$ cat config.mk
export PLATFORM = sky130hd
export DESIGN_NAME = tlb_requester_flat
export DESIGN_NICKNAME = d
export VERILOG_FILES = /design/src/rtl/tlb_requester_if.sv /design/src/rtl/tlb_requester.sv /design/src/flat_wrapper.sv
export SDC_FILE = /design/constraint.sdc
export NUM_CORES = 1
export LEC_CHECK = 0
export CAP_MARGIN = 25
export CORE_MARGIN = 2
export CORE_UTILIZATION = 58
export CTS_CLUSTER_SIZE = 30
export DETAILED_ROUTE_END_ITERATION = 7
export GPL_ROUTABILITY_DRIVEN = 0
export PLACE_DENSITY = 0.86
export SYNTH_ARGS = -nofsm -noshare
export SYNTH_HDL_FRONTEND = slang
export SYNTH_SLANG_ARGS = --single-unit
$ cat constraint.sdc
create_clock -name clk -period 13.1 [get_ports clk]
set_input_delay 3.93 -clock clk [delete_from_list [all_inputs] [get_ports clk]]
set_output_delay 3.93 -clock clk [all_outputs]
set_load 0.02 [all_outputs]
$ cat src/rtl/tlb_requester_if.sv
// rtl/tlb_requester_if.sv - request/response and miss/fill signal bundle for tlb_requester
interface tlb_requester_if;
  logic        req_valid;
  logic [31:0] req_vaddr;
  logic        resp_valid;
  logic [31:0] resp_paddr;
  logic        stall;
  logic        flush;
  logic        tlb_miss_detected;
  logic [31:0] miss_vaddr;
  logic        tlb_update;
  logic [31:0] physical_address;
  logic [15:0] miss_count;

  // Translation buffer side: serves the core, requests fills from the handler
  modport slave (
    input  req_valid, req_vaddr, flush, tlb_update, physical_address,
    output resp_valid, resp_paddr, stall, tlb_miss_detected, miss_vaddr, miss_count
  );

  // Environment side: core requester plus miss handler
  modport master (
    output req_valid, req_vaddr, flush, tlb_update, physical_address,
    input  resp_valid, resp_paddr, stall, tlb_miss_detected, miss_vaddr, miss_count
  );
endinterface

$ cat src/rtl/tlb_requester.sv
// rtl/tlb_requester.sv - fully-associative TLB with miss pulse and handler fill
module tlb_requester #(
  parameter int ENTRIES   = 4,
  parameter int PAGE_BITS = 12
) (
  input  logic          clk,
  input  logic          reset,
  tlb_requester_if.slave bus
);
  localparam int IDXW = $clog2(ENTRIES);
  localparam int VPNW = 32 - PAGE_BITS;

  typedef enum logic [1:0] {S_IDLE, S_REQ, S_WAIT} state_t;

  state_t              state_q, state_d;
  logic [ENTRIES-1:0]  valid_q, valid_d;
  logic [VPNW-1:0]     vpn_q [ENTRIES];
  logic [VPNW-1:0]     ppn_q [ENTRIES];
  logic [IDXW-1:0]     rr_q, rr_d;
  logic                drop_q, drop_d;
  logic                miss_q, miss_d;
  logic [31:0]         miss_vaddr_q, miss_vaddr_d;
  logic [15:0]         miss_count_q, miss_count_d;

  logic [VPNW-1:0]     req_vpn;
  logic                hit;
  logic [IDXW-1:0]     hit_idx;
  logic                start_miss;
  logic                install;
  logic                resp_valid;
  logic                stall;

  assign req_vpn = bus.req_vaddr[31:PAGE_BITS];

  // Associative lookup; scanning downward lets the lowest matching index win
  always_comb begin
    hit     = 1'b0;
    hit_idx = '0;
    for (int i = ENTRIES - 1; i >= 0; i--) begin
      if (valid_q[i] && (vpn_q[i] == req_vpn)) begin
        hit     = 1'b1;
        hit_idx = IDXW'(i);
      end
    end
  end

  // Next-state, handshake outputs and bookkeeping for the miss sequence
  always_comb begin
    state_d      = state_q;
    resp_valid   = 1'b0;
    stall        = 1'b0;
    start_miss   = 1'b0;
    install      = 1'b0;
    drop_d       = drop_q;
    valid_d      = valid_q;
    rr_d         = rr_q;
    miss_vaddr_d = miss_vaddr_q;
    miss_count_d = miss_count_q;
    unique case (state_q)
      S_IDLE: begin
        if (bus.req_valid) begin
          if (hit) begin
            resp_valid = 1'b1;
          end else begin
            stall      = 1'b1;
            start_miss = 1'b1;
            state_d    = S_REQ;
          end
        end
      end
      S_REQ: begin
        stall   = 1'b1;
        state_d = S_WAIT;
      end
      S_WAIT: begin
        stall = 1'b1;
        if (bus.tlb_update) begin
          // A flush since the miss (or right now) makes this fill stale
          install = !drop_q && !bus.flush;
          drop_d  = 1'b0;
          state_d = S_IDLE;
        end
      end
      default: state_d = S_IDLE;
    endcase
    if (start_miss) begin
      miss_vaddr_d = bus.req_vaddr;
      if (miss_count_q != 16'hFFFF) miss_count_d = miss_count_q + 16'd1;
    end
    if (bus.flush && (state_q != S_IDLE) && !(state_q == S_WAIT && bus.tlb_update)) begin
      drop_d = 1'b1;
    end
    if (install) begin
      valid_d[rr_q] = 1'b1;
      rr_d          = rr_q + 1'b1;
    end
    if (bus.flush) valid_d = '0;
    miss_d = start_miss;
  end

  // Control state with asynchronous reset
  always_ff @(posedge clk or posedge reset) begin
    if (reset) begin
      state_q      <= S_IDLE;
      valid_q      <= '0;
      rr_q         <= '0;
      drop_q       <= 1'b0;
      miss_q       <= 1'b0;
      miss_vaddr_q <= '0;
      miss_count_q <= '0;
    end else begin
      state_q      <= state_d;
      valid_q      <= valid_d;
      rr_q         <= rr_d;
      drop_q       <= drop_d;
      miss_q       <= miss_d;
      miss_vaddr_q <= miss_vaddr_d;
      miss_count_q <= miss_count_d;
    end
  end

  // Entry tag/data storage; qualified by valid_q so no reset is needed
  always_ff @(posedge clk) begin
    if (install) begin
      vpn_q[rr_q] <= miss_vaddr_q[31:PAGE_BITS];
      ppn_q[rr_q] <= bus.physical_address[31:PAGE_BITS];
    end
  end

  assign bus.resp_valid        = resp_valid;
  assign bus.resp_paddr        = resp_valid ? {ppn_q[hit_idx], bus.req_vaddr[PAGE_BITS-1:0]} : 32'd0;
  assign bus.stall             = stall;
  assign bus.tlb_miss_detected = miss_q;
  assign bus.miss_vaddr        = miss_vaddr_q;
  assign bus.miss_count        = miss_count_q;
endmodule
$ cat src/flat_wrapper.sv
// flat-port wrapper written by rule: the top's interface ports become plain ports
module tlb_requester_flat 
#(
  parameter int ENTRIES   = 4,
  parameter int PAGE_BITS = 12
)
  (clk, reset, bus_req_valid, bus_req_vaddr, bus_flush, bus_tlb_update, bus_physical_address, bus_resp_valid, bus_resp_paddr, bus_stall, bus_tlb_miss_detected, bus_miss_vaddr, bus_miss_count);
  tlb_requester_if bus_i ();
  input  logic clk;
  input  logic reset;
  input wire logic [$bits(bus_i.req_valid)-1:0] bus_req_valid;
  input wire logic [$bits(bus_i.req_vaddr)-1:0] bus_req_vaddr;
  input wire logic [$bits(bus_i.flush)-1:0] bus_flush;
  input wire logic [$bits(bus_i.tlb_update)-1:0] bus_tlb_update;
  input wire logic [$bits(bus_i.physical_address)-1:0] bus_physical_address;
  output wire logic [$bits(bus_i.resp_valid)-1:0] bus_resp_valid;
  output wire logic [$bits(bus_i.resp_paddr)-1:0] bus_resp_paddr;
  output wire logic [$bits(bus_i.stall)-1:0] bus_stall;
  output wire logic [$bits(bus_i.tlb_miss_detected)-1:0] bus_tlb_miss_detected;
  output wire logic [$bits(bus_i.miss_vaddr)-1:0] bus_miss_vaddr;
  output wire logic [$bits(bus_i.miss_count)-1:0] bus_miss_count;
  assign bus_i.req_valid = bus_req_valid;
  assign bus_i.req_vaddr = bus_req_vaddr;
  assign bus_i.flush = bus_flush;
  assign bus_i.tlb_update = bus_tlb_update;
  assign bus_i.physical_address = bus_physical_address;
  assign bus_resp_valid = bus_i.resp_valid;
  assign bus_resp_paddr = bus_i.resp_paddr;
  assign bus_stall = bus_i.stall;
  assign bus_tlb_miss_detected = bus_i.tlb_miss_detected;
  assign bus_miss_vaddr = bus_i.miss_vaddr;
  assign bus_miss_count = bus_i.miss_count;
  tlb_requester #(.ENTRIES(ENTRIES), .PAGE_BITS(PAGE_BITS)) u_core (.clk(clk), .reset(reset), .bus(bus_i));
endmodule
==> run_results.csv <==
group,metric,value,unit
floorplan,row_count,46,
worst_setup_path,reg2reg_setup_slack,10.52,ns
timing,grt_setup_unrepaired,"false",
floorplan,die_w,131.4,um
synthesis,ys_seq_elements,218,
worst_setup_path,cp_slowest_cell,"clkdlybuf4s50_1",
worst_hold_path,min_path_type,"reg -> reg",
global_routing,grt_util_all_layers,0.2280,
power,powerDensity,171.9,nW/um2
synthesis,synth.net_count,681,
synthesis,synth_edf_count,160,
worst_setup_path,r2r_start,"u_core.state_q[0]$_DFFE_PP0P_",
timing,fin_skew,0.006120,ns
synthesis,synth_seq_area_share,0.6649,
global_routing,grt_overflow,0,
floorplan,core,15890,um2
worst_hold_path,hold_depth,1,
clock_tree,cts_root_buf,"clkbuf_16",
detailed_routing,drtAntennaViolNets,0,
timing,min_period,11.45,ns
worst_setup_path,reg2regPathDepth,6,
worst_setup_path,cp_cell_sequence,"clkdlybuf4s50_1 -> xnor2_1 -> nand4_1 -> nor4_1 -> nand4b_1 -> a211oi_4 -> buf_4 -> mux2i_1 -> o22ai_1 -> clkdlybuf4s50_1",
timing,fin_ws,1.649,ns
synthesis,yosys.cell_types.count,49,
worst_setup_path,endpoint_kind,"primary output",
clock_tree,worstSkewPairLatency,0.50,ns
power,leakage,4.094,nW
clock_tree,path_clk_slew,0.06,ns
layout,drive_gt1_frac,0.1113,
worst_setup_path,crit_required,9.17,ns
worst_hold_path,min_from,"u_core.bus.miss_vaddr[4]$_DFFE_PP0P_",
detailed_routing,viasPerCell,5.744,
worst_setup_path,slowest_delay,0.68,ns
timing,slew_violations,0,
detailed_routing,drcViolationCount,0,
global_routing,grt_first_pass_wirelength,31160,um
synthesis,ys_async_sr_fraction,0.2661,
timing,finalCritPeriodShare,0.8741,
layout,layout.nets,817,
detailed_routing,drtPass1Iterations,7,
synthesis,ys_warn_count,0,
worst_setup_path,worst_setup_path_start_kind,"input port",
clock_tree,cts.htree.levels,1,
synthesis,syn_inst,603,
synthesis,synth-main-ff-cell,"edfxtp_1",
global_routing,first_global_vias,5884,
power,vdd_drop_max,0.0001389,V
floorplan,pin_count,152,
floorplan,die_h,131.4,um
timing,max_slew.worst_pin.slew,0.9973,ns
detailed_routing,wire_per_inst,20.17,um
layout,final_cell_mix,"edfxtp_1, clkdlybuf4s50_1, xnor2_1, dfrtp_1, mux2i_1",
clock_tree,cts.sinks,218,
worst_setup_path,reg2reg_to,"u_core.vpn_q[1][1]$_DFFE_PP_",
placement,portBuffers,139,
placement,dpl_worst_slack,1.651,ns
clock_tree,cts_buffers,22,
clock_tree,clk_path_buf_depth,3,
global_routing,grt_antenna_before_repair,0,
global_routing,grt_max_degree,41,
worst_setup_path,critPathMaxFanout,40,
status,status,"completed",
clock_tree,cts_setup_buffers,0,
timing,setup_tns,0,ns
synthesis,syn_avg_cell_area,15.60,um2
clock_tree,cts_tree,"yes",
clock_tree,cts_hold_repair.buffers,0,
floorplan,start_util,0.5923,
detailed_routing,drtIter0Drc,412,
timing,finalSetupViolations,0,
clock_tree,ctsResizeCount,0,
detailed_routing,routed-via-count,5577,
layout,antenna_cells,0,
worst_setup_path,cp_common_cell,"clkdlybuf4s50_1",
worst_hold_path,hold_end,"u_core.bus.miss_vaddr[4]$_DFFE_PP0P_",
placement,dp.final_hpwl,12970,um
detailed_routing,routed_wl,19590,um
layout,area_delta_synth_final,24.60,%
timing,slew_headroom,0.3352,
synthesis,synth_area,9409,um2
worst_setup_path,setup.worst_path.class,"in -> out",
worst_setup_path,arrival,7.52,ns
job,maxCapViolCount,0,
floorplan,dieArea,17260,um2
timing,fmax,87.33,MHz
layout,layout_commonest_cell,"edfxtp_1",
timing,finalHoldViolCount,0,
-- layer usage --
layer | track usage | wire length (um)
met5 | 0 | 0
met3 | 0.05131 | 1477
met1 | 0.2855 | 8051
met2 | 0.3933 | 9457
met4 | 0.08031 | 601
-- flip-flops by register name (all words and copies together), names as in the netlist --
register and count:
u_core.drop_q 1, u_core.valid_q 4, u_core.rr_q 2, u_core.bus.miss_vaddr 32, u_core.bus.miss_count 16, u_core.vpn_q 80, u_core.ppn_q 80, u_core.bus.tlb_miss_detected 1
u_core.state_q 2
-- per-stage QoR --
step / util / hold slack, ns / total power (W) / instances / area (um2)
after floorplan: - / 0.4638 / 0.001166 / 603 / 9409
after global placement: 0.6831 / 0.4678 / 0.001349 / 926 / 10850
after detailed placement: 0.6881 / 0.4740 / 0.001376 / 930 / 10930
after CTS: 0.7368 / 0.4879 / 0.002027 / 970 / 11700
after global routing: 0.7380 / 0.4994 / 0.002096 / 971 / 11720
final: 0.7380 / 0.4846 / 0.002016 / 971 / 11720
-- layout make-up --
cell class	instances	area [um2]
inverter	9	33.78
timing repair buffer	148	1521
fill	984	4161
multi-input combinational	340	2869
sequential	218	6256
clock inverter	6	53.80
clock buffer	34	719.4
tap	216	270.3
-- synthesized netlist by cell type (2+ instances only) --
| master | n | area [um2] |
|---|---|---|
| and3_1 | 5 | 31.28 |
| mux2_1 | 23 | 259.0 |
| nor4_1 | 13 | 81.33 |
| buf_4 | 3 | 22.52 |
| dfrtp_1 | 58 | 1451 |
| nand4b_1 | 2 | 17.52 |
| nor4bb_1 | 2 | 20.02 |
| nor3b_1 | 3 | 22.52 |
| o22ai_1 | 9 | 56.30 |
| o22ai_2 | 11 | 137.6 |
| inv_1 | 9 | 33.78 |
| or2_2 | 2 | 12.51 |
| mux2i_1 | 40 | 400.4 |
| nand2_1 | 12 | 45.04 |
| and2_1 | 17 | 106.4 |
| o21ai_0 | 2 | 10.01 |
| buf_2 | 16 | 80.08 |
| and4_1 | 3 | 26.28 |
| xor2_1 | 29 | 254.0 |
| nor4b_1 | 2 | 17.52 |
| nor2b_1 | 2 | 12.51 |
| nor2_1 | 2 | 7.510 |
| edfxtp_1 | 160 | 4805 |
| nand4_1 | 28 | 175.2 |
| ha_1 | 9 | 112.6 |
| or2_1 | 2 | 12.51 |
| xnor2_2 | 5 | 81.33 |
| buf_6 | 13 | 146.4 |
| xnor2_1 | 62 | 543.0 |
| a21o_1 | 4 | 30.03 |
| nor3_1 | 11 | 55.05 |
| o21bai_1 | 2 | 15.01 |
| clkbuf_1 | 4 | 15.01 |
| nor3b_2 | 2 | 25.02 |
| nand3_1 | 13 | 65.06 |
| mux2_2 | 10 | 112.6 |
-- worst max path at each step --
stage,startpoint,end,slack [ns],cells after the start
2_1_floorplan,bus_req_vaddr[22],bus_resp_paddr[12],3.39,9
3_3_place_gp,bus_req_vaddr[24],bus_resp_paddr[21],1.75,10
3_5_place_dp,bus_req_vaddr[30],bus_resp_paddr[17],1.65,10
4_1_cts,bus_req_vaddr[30],bus_resp_paddr[17],1.66,10
5_1_grt,bus_req_vaddr[13],bus_resp_paddr[7],1.46,10
6_report,bus_req_vaddr[30],bus_resp_paddr[17],1.65,10
-- critical path: cells and delay by family --
kind / cells / cell delay (ns)
xor gates and xnor gates: 1 / 0.38
and+or+nand+nor: 3 / 0.77
AOI/OAI and AO/OA: 2 / 0.50
muxes: 1 / 0.15
buffers and inverters: 3 / 1.77
-- cell families (layout without fill, tap and decap cells) --
kind of cell	Yosys count	count (layout)	synth area share
buffers and inverters	45	197	0.03165
AO/OA/AOI/OAI	37	37	0.03537
multiplexers	73	73	0.08205
AND/OR/NAND/NOR	125	125	0.08072
flip-flops	218	218	0.6649
adder cells (fa/ha/maj)	9	9	0.01197
XOR/XNOR	96	96	0.09335
-- power breakdown --
| part | internal, W | switching, W |
|---|---|---|
| logic | 0.000206 | 0.000217 |
| registers | 0.000865 | 0.0000810 |
| clock network | 0.000397 | 0.000249 |
(Power assumes the default switching activity.)
